File: config.mk
export PLATFORM = sky130hd
export DESIGN_NAME = event_rr_task_arbiter
export DESIGN_NICKNAME = d
export VERILOG_FILES = /design/src/rtl/event_sched_pkg.sv /design/src/rtl/rr_pick.sv /design/src/rtl/event_rr_task_arbiter.sv
export SDC_FILE = /design/constraint.sdc
export NUM_CORES = 1
export LEC_CHECK = 0
export ABC_CLOCK_PERIOD_IN_PS = 2600
export CORE_MARGIN = 2
export CORE_UTILIZATION = 30
export CTS_BUF_LIST = sky130_fd_sc_hd__clkbuf_8
export DETAILED_ROUTE_END_ITERATION = 6
export GPL_TIMING_DRIVEN = 0
export PLACE_DENSITY_LB_ADDON = 0.2
export SYNTH_ARGS = -nofsm -noshare
export SYNTH_HDL_FRONTEND = slang
export SYNTH_HIERARCHICAL = 1
export SYNTH_SLANG_ARGS = --single-unit
File: constraint.sdc
create_clock -name clk -period 2.6 [get_ports clk]
set_input_delay 0.65 -clock clk [delete_from_list [all_inputs] [get_ports clk]]
set_output_delay 0.65 -clock clk [all_outputs]
set_load 0.1 [all_outputs]
File: src/rtl/event_sched_pkg.sv
// Shared types and helpers for the event round-robin task arbiter.
// Holds the FSM state enum and the wrap-around index helper.
package event_sched_pkg;

  localparam int STATE_W    = 2;
  localparam int DROP_CNT_W = 8;

  typedef enum logic [STATE_W-1:0] {
    IDLE = 2'd0,
    RUN  = 2'd1,
    GAP  = 2'd2
  } state_t;

  function automatic int next_idx(input int idx, input int n);
    return (idx + 1 >= n) ? 0 : idx + 1;
  endfunction

endpackage

File: src/rtl/rr_pick.sv
// Combinational round-robin picker: first set request after last_id.
// Search wraps modulo N_EVENTS; found is low when req is all zero.
module rr_pick
  import event_sched_pkg::*;
#(
  parameter int N_EVENTS = 3,
  parameter int ID_W     = $clog2(N_EVENTS)
) (
  input  logic [N_EVENTS-1:0] req,
  input  logic [ID_W-1:0]     last_id,
  output logic                found,
  output logic [ID_W-1:0]     pick_id
);

  int idx;

  // scan every source once, starting just past the last winner
  always_comb begin
    found   = 1'b0;
    pick_id = '0;
    idx     = int'(last_id);
    for (int k = 0; k < N_EVENTS; k++) begin
      idx = next_idx(idx, N_EVENTS);
      if (!found && req[idx]) begin
        found   = 1'b1;
        pick_id = ID_W'(idx);
      end
    end
  end

endmodule

File: src/rtl/event_rr_task_arbiter.sv
// Latches event rising edges and runs one task at a time, round-robin.
// Optional macro EVENT_DROP_CNT_EN adds a saturating drop_count output.
module event_rr_task_arbiter
  import event_sched_pkg::*;
#(
  parameter int N_EVENTS    = 3,
  parameter int TASK_CYCLES = 4,
  parameter int ID_W        = $clog2(N_EVENTS)
) (
  input  logic                  clk,
  input  logic                  rst,
  input  logic [N_EVENTS-1:0]   event_in,
  output logic [N_EVENTS-1:0]   task_active,
  output logic                  busy,
  output logic [ID_W-1:0]       grant_id,
  output logic [N_EVENTS-1:0]   pending,
  output logic                  drop_pulse
`ifdef EVENT_DROP_CNT_EN
  ,
  output logic [DROP_CNT_W-1:0] drop_count
`endif
);

  localparam int CNT_W =
    (TASK_CYCLES > 1) ? $clog2(TASK_CYCLES) : 1;
  localparam logic [CNT_W-1:0] CNT_LOAD =
    CNT_W'(TASK_CYCLES - 1);

  state_t               state, state_n;
  logic [CNT_W-1:0]     cnt, cnt_n;
  logic [ID_W-1:0]      last_id, last_n;
  logic [ID_W-1:0]      grant_n;
  logic [N_EVENTS-1:0]  event_q;
  logic [N_EVENTS-1:0]  rise;
  logic [N_EVENTS-1:0]  clr;
  logic [N_EVENTS-1:0]  pend_n;
  logic [N_EVENTS-1:0]  active_n;
  logic                 busy_n;
  logic                 drop_n;
  logic                 found;
  logic [ID_W-1:0]      pick_id;

  rr_pick #(
    .N_EVENTS (N_EVENTS),
    .ID_W     (ID_W)
  ) u_pick (
    .req     (pending),
    .last_id (last_id),
    .found   (found),
    .pick_id (pick_id)
  );

  // next-state, grant and pending update; a new rise beats a grant clear
  always_comb begin
    state_n  = state;
    cnt_n    = cnt;
    last_n   = last_id;
    grant_n  = grant_id;
    active_n = task_active;
    busy_n   = busy;
    clr      = '0;
    rise     = event_in & ~event_q;
    unique case (state)
      IDLE: begin
        if (found) begin
          grant_n  = pick_id;
          last_n   = pick_id;
          clr      = N_EVENTS'(1) << pick_id;
          active_n = N_EVENTS'(1) << pick_id;
          busy_n   = 1'b1;
          cnt_n    = CNT_LOAD;
          state_n  = RUN;
        end
      end
      RUN: begin
        if (cnt == '0) begin
          active_n = '0;
          state_n  = GAP;
        end else begin
          cnt_n = cnt - CNT_W'(1);
        end
      end
      GAP: begin
        busy_n  = 1'b0;
        state_n = IDLE;
      end
      default: begin
        active_n = '0;
        busy_n   = 1'b0;
        state_n  = IDLE;
      end
    endcase
    pend_n = (pending & ~clr) | rise;
    drop_n = |(rise & pending & ~clr);
  end

  // state and output registers; reset aborts any running task
  always_ff @(posedge clk) begin
    if (rst) begin
      state       <= IDLE;
      cnt         <= '0;
      last_id     <= ID_W'(N_EVENTS - 1);
      grant_id    <= '0;
      task_active <= '0;
      busy        <= 1'b0;
      pending     <= '0;
      event_q     <= '0;
      drop_pulse  <= 1'b0;
    end else begin
      state       <= state_n;
      cnt         <= cnt_n;
      last_id     <= last_n;
      grant_id    <= grant_n;
      task_active <= active_n;
      busy        <= busy_n;
      pending     <= pend_n;
      event_q     <= event_in;
      drop_pulse  <= drop_n;
    end
  end

`ifdef EVENT_DROP_CNT_EN
  // saturating count of lost requests
  always_ff @(posedge clk) begin
    if (rst) begin
      drop_count <= '0;
    end else if (drop_n && drop_count != '1) begin
      drop_count <= drop_count + DROP_CNT_W'(1);
    end
  end
`endif

endmodule

==> Word level (Yosys, flattened, before mapping) <==
Cells that the tools add are included.
{ "totals": {"regBits": 19, "out_inout_bits": 10, "elab_cells": 78} }
{ "classes": {"n_addsub": 4, "order_cmp": 6, "eq_ne": 5, "shifts": 1, "mux": 31, "bitwise_logic": 9, "n_reduce_logical": 13} }
{ "ops": {"columns": ["operator", "n"], "rows": [
  ["$lt A32 B4 Y1 const B", 3],
  ["$mux W32", 3],
  ["$add A32 B2 Y32 const B", 2],
  ["$ge A32 B3 Y1 const B", 2],
  ["$mux W2", 7],
  ["$and A3 B3 Y3", 4],
  ["$mux W3", 4],
  ["$mux W1", 10],
  ["$pmux W3 S3", 1],
  ["$pmux W2 S2", 2],
  ["$bmux W1 S2", 3],
  ["$ne A2 B2 Y1 const B", 3],
  ["$not A3 Y3", 2],
  ["$reduce_and A2 Y1", 3],
  ["$reduce_and A3 Y1", 2],
  ["$logic_not A2 Y1", 2],
  ["$add A2 B1 Y3 const B", 1],
  ["$ge A3 B2 Y1 const B", 1],
  ["$or A3 B3 Y3", 1],
  ["$reduce_or A3 Y1", 1],
  ["$shl A1 B2 Y3 const A", 1],
  ["$eq A2 B1 Y1 const B", 1],
  ["$eq A2 B2 Y1 const B", 1],
  ["$logic_and A1 B1 Y1", 2],
  ["5 further kinds", 7]
]} }

==> Longest topological paths before layout <==
Gate-level depths: netlist (run 1).
{ "depth": {"depth_word": 20, "depth_mapped": 5, "depth_no_buf": 5} }

==> By module <==
Netlist (run 1), hierarchy kept.
{ "modules_own_cells": {"columns": ["mod", "n_inst", "cells_per_inst", "area_each_um2"], "rows": [
  ["event_rr_task_arbiter", 1, 74, 695.7],
  ["rr_pick", 1, 8, 51.3]
]} }

==> Least setup slack after synthesis (run 1) <==
Ideal clock, no wire load.
{ "synth_path": {"kind": "flip-flop to flip-flop", "from": "reg pending[2]", "to": "reg drop_pulse", "arrival_time_ns": 2.021, "required_ns": 2.467, "path_slack_ns": 0.446, "stages_incl_launch_ff": 6, "period_less_slack_ns": 2.154, "path_cell_list": "dfxtp_1 > or3_1 > or3b_4 > buf_6 > o2111ai_1 > a31oi_1"} }
{ "synth_rtl": {"columns": ["item", "line_no", "source"], "rows": [
  ["start, declared", "event_rr_task_arbiter.sv:16", "output logic [N_EVENTS-1:0] pending,"],
  ["start signal, assigned", "event_rr_task_arbiter.sv:116", "pending <= pend_n;"],
  ["$bmux W1 S2", "rr_pick.sv:24", "if (!found && req[idx]) begin"],
  ["$mux W1 (not written as such) (2 in series)", "rr_pick.sv:24", null],
  ["$mux W1", "rr_pick.sv:24", null],
  ["$logic_not A1 Y1", "rr_pick.sv:24", null],
  ["$logic_and A1 B1 Y1", "rr_pick.sv:24", null],
  ["$mux W1", "rr_pick.sv:24", null],
  ["$logic_not A1 Y1", "rr_pick.sv:24", null],
  ["$logic_and A1 B1 Y1", "rr_pick.sv:24", null],
  ["$mux W1 (*)", "rr_pick.sv:24", null],
  ["via found", "event_rr_task_arbiter.sv:40", "logic found;"],
  ["$mux W3 (*)", "event_rr_task_arbiter.sv:65", "if (found) begin"],
  ["$mux W3 (*)", "event_rr_task_arbiter.sv:63", "unique case (state)"],
  ["$not A3 Y3 (*)", "event_rr_task_arbiter.sv:94", "drop_n = |(rise & pending & ~clr);"],
  ["$and A3 B3 Y3 (*)", "event_rr_task_arbiter.sv:94", null],
  ["$reduce_or A3 Y1 (*)", "event_rr_task_arbiter.sv:94", null],
  ["end signal, assigned", "event_rr_task_arbiter.sv:118", "drop_pulse <= drop_n;"],
  ["end, declared", "event_rr_task_arbiter.sv:17", "output logic drop_pulse"]
]} }
The timed path passes the listed nets; every way through them passes the cells marked *. The select of a mux whose other input is x is not followed.
A chain may end at the register's enable or synchronous reset.

==> Final worst setup path (run 1) <==
{ "layout_path": {"from": "reg pending[1]", "to": "out pending[1]"} }
No word-level cell between the ends.

==> results.md, run 1 <==
* Htree depth at 1
* Global-route wire length before repair at 2640 um
* Worst Skew at between 0.003 and 0.004 ns
* DRC errors left at 0
* Wire length on met3 at approximately 33 um
* R2r worst-path depth at 5
* Max-Cap Viols at 0
* WP data required at just under 2 ns
* P&R area growth vs syn at 29.8%
* Congestion Overflow GR at 0
* Die area at between 2000 and 3000 sq um
* Cts repair resizes at 0
* Leakage at 0.355 nW
* Type of origin of the critical path: flop
* Hold Path Sink: grant_id[1]
* 1st-iter DRT viols at 17
* Global Route Usage Sum at approximately an eighth
* Mapped Nets at 88
* Yosys cell types at 30
* Inserted Diodes at 0
* Num rows at 18
* Layout net count at 106
* Largest delay share family, worst path: buffers and inverters
* Critical path class: reg2out
* Worst setup EP type: primary output
* Starting Density at between 30 and 40%
* Seq/Total Area, Yosys at around half
* Arrival time at the worst endpoint at 1.86 ns
* Hold_buf cts at 0
* Final hold violations at 0
* Routed met1 length at 753 um
* Largest net degree at the start of global routing at 11
* Post-placement cell count at about 130
* Worst-path clk slew at ~0.070 ns
* Clock sink count at 18
* Die width at about 54 um
* Drt wl/cell at about 12 um
* Max layer used: met4
* Max-slew headroom at approximately 36%
* Die Span Y at roughly 54 um
* Routed wl met2 at 709 um
* YS warnings at 6
* Core area at 2410 sq um
* CTS Buf Count at 3
* Max Root-Sink Buffers at 2
* RR Endpoint: pending[0]
* Period utilization at between 90% and 100%
* Post-CTS Setup Inserts at 0
* Slew @ Worst Pin at 0.964 ns
* CTS tree: yes
* Period minus WS final at around 2.5 ns
* Pwr/cell area at ~850 nW/um^2
* Setup violations, final at 0
* Final WL at 1520 um
* Slowest-stage cell, CP: clkdlybuf4s50_1
* RD Place Congestion at 0.701
* DP HPWL at approximately 1100 um
* Vias at about 600
* Peak supply drop at around 0.31 mV
* CP bufs+invs at 1
* R2r startpoint: pending[1]
* Hold/Removal Path Class: reg2reg
* Reg2Reg Setup Slack at just over 1 ns
* Max Clk Rate at approximately 400 MHz
* Total negative slack at 0 ns
* Vias in the first global route at 575
* Final hold slack at around 0.46 ns
* Fraction of layout cells with a size suffix above 1 at 7.07%
* Largest stage delay, worst path at 1.17 ns
* CP Cell Sequence: clkdlybuf4s50_1
* Worst hold stages at 2
* Slew Limit Fails at 0
* Pre-Repair DR Iteration Count at 4
* Yosys reg bits at 18
* Final std cells w/o fill at 129
* CP Max Fanout at 7
* Avg Vias per Cell at around 4.7
* RSZ-0062 raised after global routing: false
* Critical hold path startpoint: grant_id[1]
* Netlist Area Pre-Place at roughly 750 sq um
* Insertion delay to the later sink of the worst-skew pair at 0.25 ns
* Status: complete, no violations
* Initial antenna violation count at 0
* Syn_area_per_cell at slightly above 9 sq um
* Post-DRT Antenna Nets at 0
* Cells after synthesis at 82
* Top Ports at 15
* CTS Root Cell: clkbuf_8
* Number of fill cells in the layout at about 250
* Port Buffers at 13
==> flip-flops by register name, indices dropped and copies added, names as in the netlist <==
signal	cells
state	2
last_id	1
task_active	3
event_q	3
busy	1
grant_id	2
drop_pulse	1
cnt	2
pending	3
==> through the flow <==
stage / setup WS [ns] / power (W) / cell area [sq um] / util [%]
finish: 0.0898 / 0.000827 / 970 / 40.2
global route: 0.0213 / 0.000871 / 970 / 40.2
CTS: 0.0780 / 0.000832 / 970 / 40.2
detailed placement: 0.357 / 0.000604 / 915 / 38.0
global placement: 0.368 / 0.000599 / 915 / 38.0
floorplan: 0.446 / 0.000544 / 747 / -
==> synthesized netlist by cell type, drive strengths merged <==
library cell	number	area share, %
clkbuf	2	1.0
or2	2	1.7
a31oi	1	0.84
nand2	6	3.0
nand4bb	1	1.5
or3b	1	1.5
nand3	3	2.0
nor3	1	0.67
and2b	1	1.0
or3	2	1.7
o21a	1	1.0
nor2	3	1.5
ha	1	1.7
nor4bb	1	1.3
o21ai	3	2.0
o31ai	1	1.0
a22o	1	1.2
buf	2	2.5
nor2b	5	4.2
nor3b	2	2.0
a211oi	1	1.0
dfxtp	18	48
inv	4	2.0
a221oi	1	1.2
o311ai	1	1.2
a21oi	11	7.4
o2111ai	2	2.3
nand2b	4	3.3
==> how the worst max path moves through the flow <==
stage | from | endpoint | slack [ns] | cells after the start
6_report | pending[1] | pending[1] | 0.09 | 1
5_1_grt | grant_id[0] | grant_id[0] | 0.02 | 2
4_1_cts | grant_id[0] | grant_id[0] | 0.08 | 2
3_5_place_dp | grant_id[0] | grant_id[0] | 0.36 | 2
3_3_place_gp | grant_id[0] | grant_id[0] | 0.37 | 2
2_1_floorplan | pending[2] | drop_pulse | 0.45 | 5
==> layout make-up <==
type	instances	area, sq um	share of cell area [%]
sequential	18	360	37.2
multi-input combinational	56	345	35.6
timing repair buffer	13	130	13.4
clock buffer	4	55.1	5.68
tap	30	37.5	3.87
buffer	4	26.3	2.71
inverter	4	15.0	1.55
==> per-layer routing <==
metal	up-vias	track usage, %
li1	324	-
met1	275	17.3
met2	9	18.7
met3	3	2.50
met4	0	7.69
met5	-	0
==> layout by cell type (no fill, tap or decap), types with 3 or more instances in the layout <==
cell,instances
a21oi_1,11
nor2b_1,5
clkdlybuf4s50_1,13
clkbuf_8,4
nor2_1,3
inv_1,4
nand2b_1,4
dfxtp_1,18
nand2_1,6
nand3_1,3
==> cells by family (layout without fill, tap and decap cells) <==
logic type	after synthesis	after routing	share of synthesized area [%]
DFF	18	18	48.2
AOI/OAI and AO/OA	23	23	19.1
buffers and inverters	8	25	5.53
adders and majority gates	1	1	1.67
and+or+nand+nor	32	32	25.5
==> power by group <==
group / switching [W] / leakage [nW] / total (W) / internal, W
sequential: 0.0000241 / 0.149 / 0.000331 / 0.000307
clock: 0.0000953 / 0.0288 / 0.000230 / 0.000135
combinational: 0.000181 / 0.178 / 0.000266 / 0.0000849
No activity file was read; power rests on OpenSTA's default activity.
==> inputs of run 2 (changes only) <==
--- a/config.mk
+++ b/config.mk
@@ -12,6 +12,7 @@
 export DETAILED_ROUTE_END_ITERATION = 6
 export GPL_TIMING_DRIVEN = 0
 export PLACE_DENSITY_LB_ADDON = 0.2
+export RECOVER_POWER = 50
 export SYNTH_ARGS = -nofsm -noshare
 export SYNTH_HDL_FRONTEND = slang
 export SYNTH_HIERARCHICAL = 1
==> run 2 against run 1 <==
Die area unchanged. Clock skew is 0.00072 ns higher. Sequential share of layout area rose by 0.39 points. Global-route usage stayed put. Final area down 1.0%. Largest cell class unchanged. Combinational power down 4%. Maximum frequency about the same. Register-to-register slack worse by 0.20 ns. Highest routed layer unchanged. Worst hold slack is essentially flat. Clock power barely moved. First-iteration DRC count shrank 12%.
==> results.md, run 2 (synthesis results as in run 1) <==
* 1st-iter DRT viols at 15 (-2)
* Final Power at 0.000814 W (-1.6%)
* Total negative slack at 0 ns (unchanged)
* Number of fill cells in the layout at 255 (+0.79%)
* RSZ-0062 raised after global routing: false
* Pwr/cell area at 848 nW/um^2 (-0.61%)
* Commonest non-fill, non-tap cells in the layout: dfxtp_1 (18), a21oi_1 (11), clkdlybuf4s50_1 (10)
* Largest registers: event_q x3, pending x3, task_active x3
* Num rows at 18 (unchanged)
* Final WL at 1500 um (-1.3%)
* Leakage at 0.352 nW (-1.0%)
* Largest net degree at the start of global routing at 11 (unchanged)
* Die Span Y at 53.9 um (unchanged)
* Die width at 53.9 um (unchanged)
* Crit path launch: pending[1]
* Final hold violations at 0 (unchanged)
* CP Max Fanout at 7 (unchanged)
* Initial antenna violation count at 0 (unchanged)
* Post-CTS Setup Inserts at 0 (unchanged)
* DP HPWL at 1070 um (unchanged)
* Inserted Diodes at 0 (unchanged)
* Global-route wire length before repair at 2640 um (unchanged)
* Reg2Reg Setup Slack at 0.81 ns (-0.20 ns)
* Clock sink count at 18 (unchanged)
* P&R area growth vs syn at 28.5%
* Slowest-stage cell, CP: clkdlybuf4s50_1
* Peak supply drop at 0.312 mV (-0.68%)
* Worst path depth at 1 (unchanged)
* Setup violations, final at 0 (unchanged)
* Hold/Removal Path Class: reg2reg
* Max-Cap Viols at 0 (unchanged)
* Type of origin of the critical path: flop
* Core area at 2410 sq um (unchanged)
* Max-slew headroom at 35.5% (about the same)
* CTS tree: yes
* R2r startpoint: pending[2]
* Max Clk Rate at 398 MHz (about the same)
* Htree depth at 1 (unchanged)
* Most common cell after layout, fill and taps aside: dfxtp_1
* Drt wl/cell at 11.6 um (-1.3%)
* Congestion Overflow GR at 0 (unchanged)
* WP data required at 1.95 ns (about the same)
* Global Route Usage Sum at 12.8% (unchanged)
* Critical path class: reg2out
* Die area at 2910 sq um (unchanged)
* Slew Limit Fails at 0 (unchanged)
* Worst setup EP type: primary output
* RD Place Congestion at 0.701 (unchanged)
* Post-placement cell count at 125 (unchanged)
* Cts repair resizes at 0 (unchanged)
* RR Endpoint: drop_pulse
* Insertion delay to the later sink of the worst-skew pair at 0.25 ns (about the same)
* Post-DRT Antenna Nets at 0 (unchanged)
* Largest stage delay, worst path at 1.17 ns (about the same)
* Period utilization at 96.5% (about the same)
* Pre-Repair DR Iteration Count at 4 (unchanged)
* Port Buffers at 13 (unchanged)
* CTS Buf Count at 3 (unchanged)
* Avg Vias per Cell at 4.64 (-2.0%)
* Period minus WS final at 2.51 ns (+0.0000907 ns)
* Hold_buf cts at 0 (unchanged)
* Final std cells w/o fill at 129 (unchanged)
* Top Ports at 15 (unchanged)
* Worst Skew at 0.00403 ns (+0.000719 ns)
* CP bufs+invs at 1 (unchanged)
* Layout net count at 106 (unchanged)
* Largest delay share family, worst path: buffers and inverters
* CTS Root Cell: clkbuf_8
* CP Cell Sequence: clkdlybuf4s50_1
* Status: complete, no violations
* Vias at 599 (-2.0%)
* R2r worst-path depth at 5 (unchanged)
* Arrival time at the worst endpoint at 1.86 ns (about the same)
* Fraction of layout cells with a size suffix above 1 at 5.05% (-2.0 points)
* Worst-path clk slew at 0.07 ns (about the same)
* CP endpoint: pending[1]
* Slew @ Worst Pin at 0.964 ns (-0.0000845 ns)
* Vias in the first global route at 575 (unchanged)
* Starting Density at 31.0% (unchanged)
* Max Root-Sink Buffers at 2 (unchanged)
* DRC errors left at 0 (unchanged)
[run 2: routing by layer]
metal / GRT usage, % / vias up / wire (um)
met5: 0 / - / 0
met4: 7.69 / 0 / 21
met3: 2.50 / 3 / 31
met2: 18.7 / 7 / 704
met1: 17.3 / 267 / 742
li1: - / 322 / -
[run 2: report_power, final]
group	leakage, nW	internal, W	switching [W]	total, W
registers	0.149	0.000308	0.0000237	0.000331
clock network	0.0288	0.000134	0.0000924	0.000227
logic	0.174	0.0000755	0.000180	0.000256
total	0.352	0.000517	0.000296	0.000814
[run 2: area by class of cell]
type                       instances  area (sq um)  share of cell area, %
clock buffer                       4          55.1                   5.74
tap                               30          37.5                   3.91
sequential                        18           360                   37.5
inverter                           4          15.0                   1.56
buffer                             4          18.8                   1.96
multi-input combinational         56           343                   35.7
timing repair buffer              13           130                   13.6
[run 2: stage by stage]
stage               hold slack [ns]  util [%]  setup slack (ns)  cell area [sq um]
floorplan                     0.443         -             0.446                747
global placement              0.448      38.0             0.368                915
detailed placement            0.456      38.0             0.357                915
CTS                           0.466      40.2            0.0780                970
global route                  0.489      39.8            0.0213                960
finish                        0.460      39.8            0.0897                960
[run 2: worst min-delay path by stage]
stage / depth (start not counted) / slack (ns) / from / endpoint
after CTS: 2 / 0.47 / grant_id[1] / grant_id[1]
after global placement: 2 / 0.45 / grant_id[1] / grant_id[1]
after floorplan: 1 / 0.44 / cnt[0] / cnt[0]
final: 2 / 0.46 / grant_id[1] / grant_id[1]
after global routing: 1 / 0.49 / cnt[0] / cnt[0]
after detailed placement: 2 / 0.46 / grant_id[1] / grant_id[1]
==> inputs of run 3 (changes only) <==
--- a/config.mk
+++ b/config.mk
@@ -5,7 +5,9 @@
 export SDC_FILE = /design/constraint.sdc
 export NUM_CORES = 1
 export LEC_CHECK = 0
+export ABC_AREA = 1
 export ABC_CLOCK_PERIOD_IN_PS = 2600
+export CORE_ASPECT_RATIO = 2
 export CORE_MARGIN = 2
 export CORE_UTILIZATION = 30
 export CTS_BUF_LIST = sky130_fd_sc_hd__clkbuf_8
==> run 3 against run 2 <==
Worst hold slack gained 0.0070 ns. Die area grew 18%. Flip-flop and latch count is the same. Sequential share of layout area shrank 4.7 points. Critical endpoint is now pending[2]. Largest power group is now combinational logic.
==> results.md, run 3 <==
* Status: complete, no violations
* CP Cell Sequence: clkdlybuf4s50_1
* Core area at 2770 sq um (+15%)
* Top_reg_cell synth: dfxtp_1
* Compound-cell area share of the yosys netlist at 11.5% (-7.6 points)
* Leakage at 0.520 nW (+48%)
* Largest registers: event_q x3, pending x3, task_active x3
* Pwr/cell area at 1370 nW/um^2 (+62%)
* EDFF count, synth at 0 (unchanged)
* Seq/Total Area, Yosys at 40.8% (-7.4 points)
* Largest area contributor in the netlist: dfxtp_1
* Max-Cap Viols at 0 (unchanged)
* RD Place Congestion at 0.861 (+23%)
* YS warnings at 6 (unchanged)
* Synth Area in Simple Gates at 33.3% (+7.8 points)
* Drt wl/cell at 11.1 um (-4.7%)
* Worst-path clk slew at 0.07 ns (about the same)
* Setup violations, final at 0 (unchanged)
* Largest delay share family, worst path: buffers and inverters
* CTS Buf Count at 3 (unchanged)
* Global Route Usage Sum at 12.2% (-0.67 points)
* Most frequent cell after synthesis: nand2_1
* CP bufs+invs at 1 (unchanged)
* Post-DRT Antenna Nets at 0 (unchanged)
* Initial antenna violation count at 0 (unchanged)
* Fraction of layout cells with a size suffix above 1 at 11.0% (+5.9 points)
* Netlist Area Pre-Place at 883 sq um (+18%)
* Max Root-Sink Buffers at 2 (unchanged)
* Slew Limit Fails at 0 (unchanged)
* WP data required at 1.95 ns (about the same)
* Total negative slack at 0 ns (unchanged)
* Avg Vias per Cell at 4.57 (-1.6%)
* Fin util at 39.7% (-0.17 points)
* Yosys cell types at 20 (-33%)
* Yosys reg bits at 18 (unchanged)
* Insertion delay to the later sink of the worst-skew pair at 0.25 ns (about the same)
* Max Clk Rate at 399 MHz (about the same)
* DP HPWL at 1550 um (+45%)
* Largest family of logic cells by synthesized area: simple AND/OR/NAND/NOR gates
* Post-route cell area at 1100 sq um (+14%)
* Port Buffers at 14 (+1)
* Worst Skew at 0.00165 ns (-0.00238 ns)
* DRC errors left at 0 (unchanged)
* Hold/Removal Path Class: reg2reg
* Adder-Cell Fraction of Synth Area at 1.42% (-0.26 points)
* Peak supply drop at 0.575 mV (+84%)
* Arrival time at the worst endpoint at 1.86 ns (about the same)
* Max-slew headroom at 34.4% (-1.2 points)
* Slowest-stage cell, CP: clkdlybuf4s50_1
* Inserted Diodes at 0 (unchanged)
* Clock sink count at 18 (unchanged)
* Commonest non-fill, non-tap cells in the layout: nand2_1 (30), inv_1 (24), dfxtp_1 (18)
* Die Span Y at 80.7 um (+50%)
* Period minus WS final at 2.51 ns (-0.00237 ns)
* CTS tree: yes
* Final hold violations at 0 (unchanged)
* CTS Root Cell: clkbuf_8
* Largest net degree at the start of global routing at 11 (unchanged)
* Worst setup EP type: primary output
* Htree depth at 1 (unchanged)
* Placed cell areas at 1060 sq um (+16%)
* Mapped Nets at 134 (+52%)
* Final WL at 1940 um (+29%)
* RSZ-0062 raised after global routing: false
* Cells after synthesis at 128 (+56%)
* Largest stage delay, worst path at 1.17 ns (about the same)
* Slew @ Worst Pin at 0.981 ns (+0.0174 ns)
* Most common cell after layout, fill and taps aside: nand2_1
* Pre-Repair DR Iteration Count at 4 (unchanged)
* Mux cell area share after synthesis at 0% (unchanged)
* Die area at 3420 sq um (+18%)
* Top Ports at 15 (unchanged)
* Die width at 42.4 um (-21%)
* Post-placement cell count at 171 (+37%)
* Post-Synth XOR/XNOR Area at 0% (unchanged)
* CP Max Fanout at 6 (-1)
* Type of origin of the critical path: flop
* Synth top area cells: dfxtp_1 (41%), nand2_1 (12%), inv_1 (10%)
* Syn_area_per_cell at 6.90 sq um (-24%)
* Synth top area share at 40.8% (-7.4 points)
* Starting Density at 31.9% (+0.89 points)
* 1st-iter DRT viols at 23 (+8)
* Most frequent cells after synthesis: nand2_1 (29), inv_1 (24), dfxtp_1 (18)
* Final std cells w/o fill at 175 (+36%)
* Global-route wire length before repair at 3130 um (+19%)
* Final hold slack at 0.467 ns (+0.00701 ns)
* Congestion Overflow GR at 0 (unchanged)
* Ys async rst share at 0% (unchanged)
* Period utilization at 96.5% (about the same)
* P&R area growth vs syn at 24.4%
* Vias in the first global route at 775 (+35%)
* Layout net count at 153 (+44%)
* Vias at 800 (+34%)
* Critical path class: reg2out
* Num rows at 27 (+9)
## run 3: kinds of logic (layout without fill, tap and decap cells)
logic type	count (synthesis)	after routing
buffers and inverters	29	47
adders and majority gates	1	1
DFF	18	18
and+or+nand+nor	63	63
AOI/OAI and AO/OA	17	17
## run 3: what timing repair did
| action | in CTS | in global routing |
|---|---|---|
| endpoints found under the setup margin | 1 | 0 |
| resized for setup | 1 | 0 |
| buffers inserted | 0 | 0 |
| hold buffers | 0 | 0 |
## run 3: final timing paths
check	from	to	slack, ns	cells past startpoint
min	busy	busy	0.47	2
max	pending[2]	pending[2]	0.09	1
min reg2reg	busy	busy	0.47	2
max reg2reg	grant_id[0]	grant_id[1]	0.61	9
## run 3: per-layer routing
layer  GRT usage, %  up-vias  wire [um]
li1               -      428          -
met1           11.5      357        736
met2           23.7       11       1120
met3           2.00        4         39
met4           6.88        0         40
met5              0        -          0
## run 3: area by class of cell
type	count	area [sq um]
Buffer	2	11.3
Fill cell	303	1670
Timing Repair Buffer	14	139
Clock buffer	4	55.1
Inverter	27	103
Sequential cell	18	360
Multi-Input combinational cell	81	394
Tap cell	29	36.3
## run 3: stage by stage
step | setup WS [ns] | power [W]
2_1_floorplan | 0.411 | 0.00114
3_3_place_gp | 0.242 | 0.00130
3_5_place_dp | 0.230 | 0.00133
4_1_cts | 0.0770 | 0.00155
5_1_grt | 0.0456 | 0.00162
6_report | 0.0921 | 0.00151
## run 3: where the power goes
group / leakage, nW / internal, W / switching [W]
Clock: 0.0288 / 0.000134 / 0.0000907
Sequential: 0.149 / 0.000354 / 0.0000687
Combinational: 0.342 / 0.000231 / 0.000628
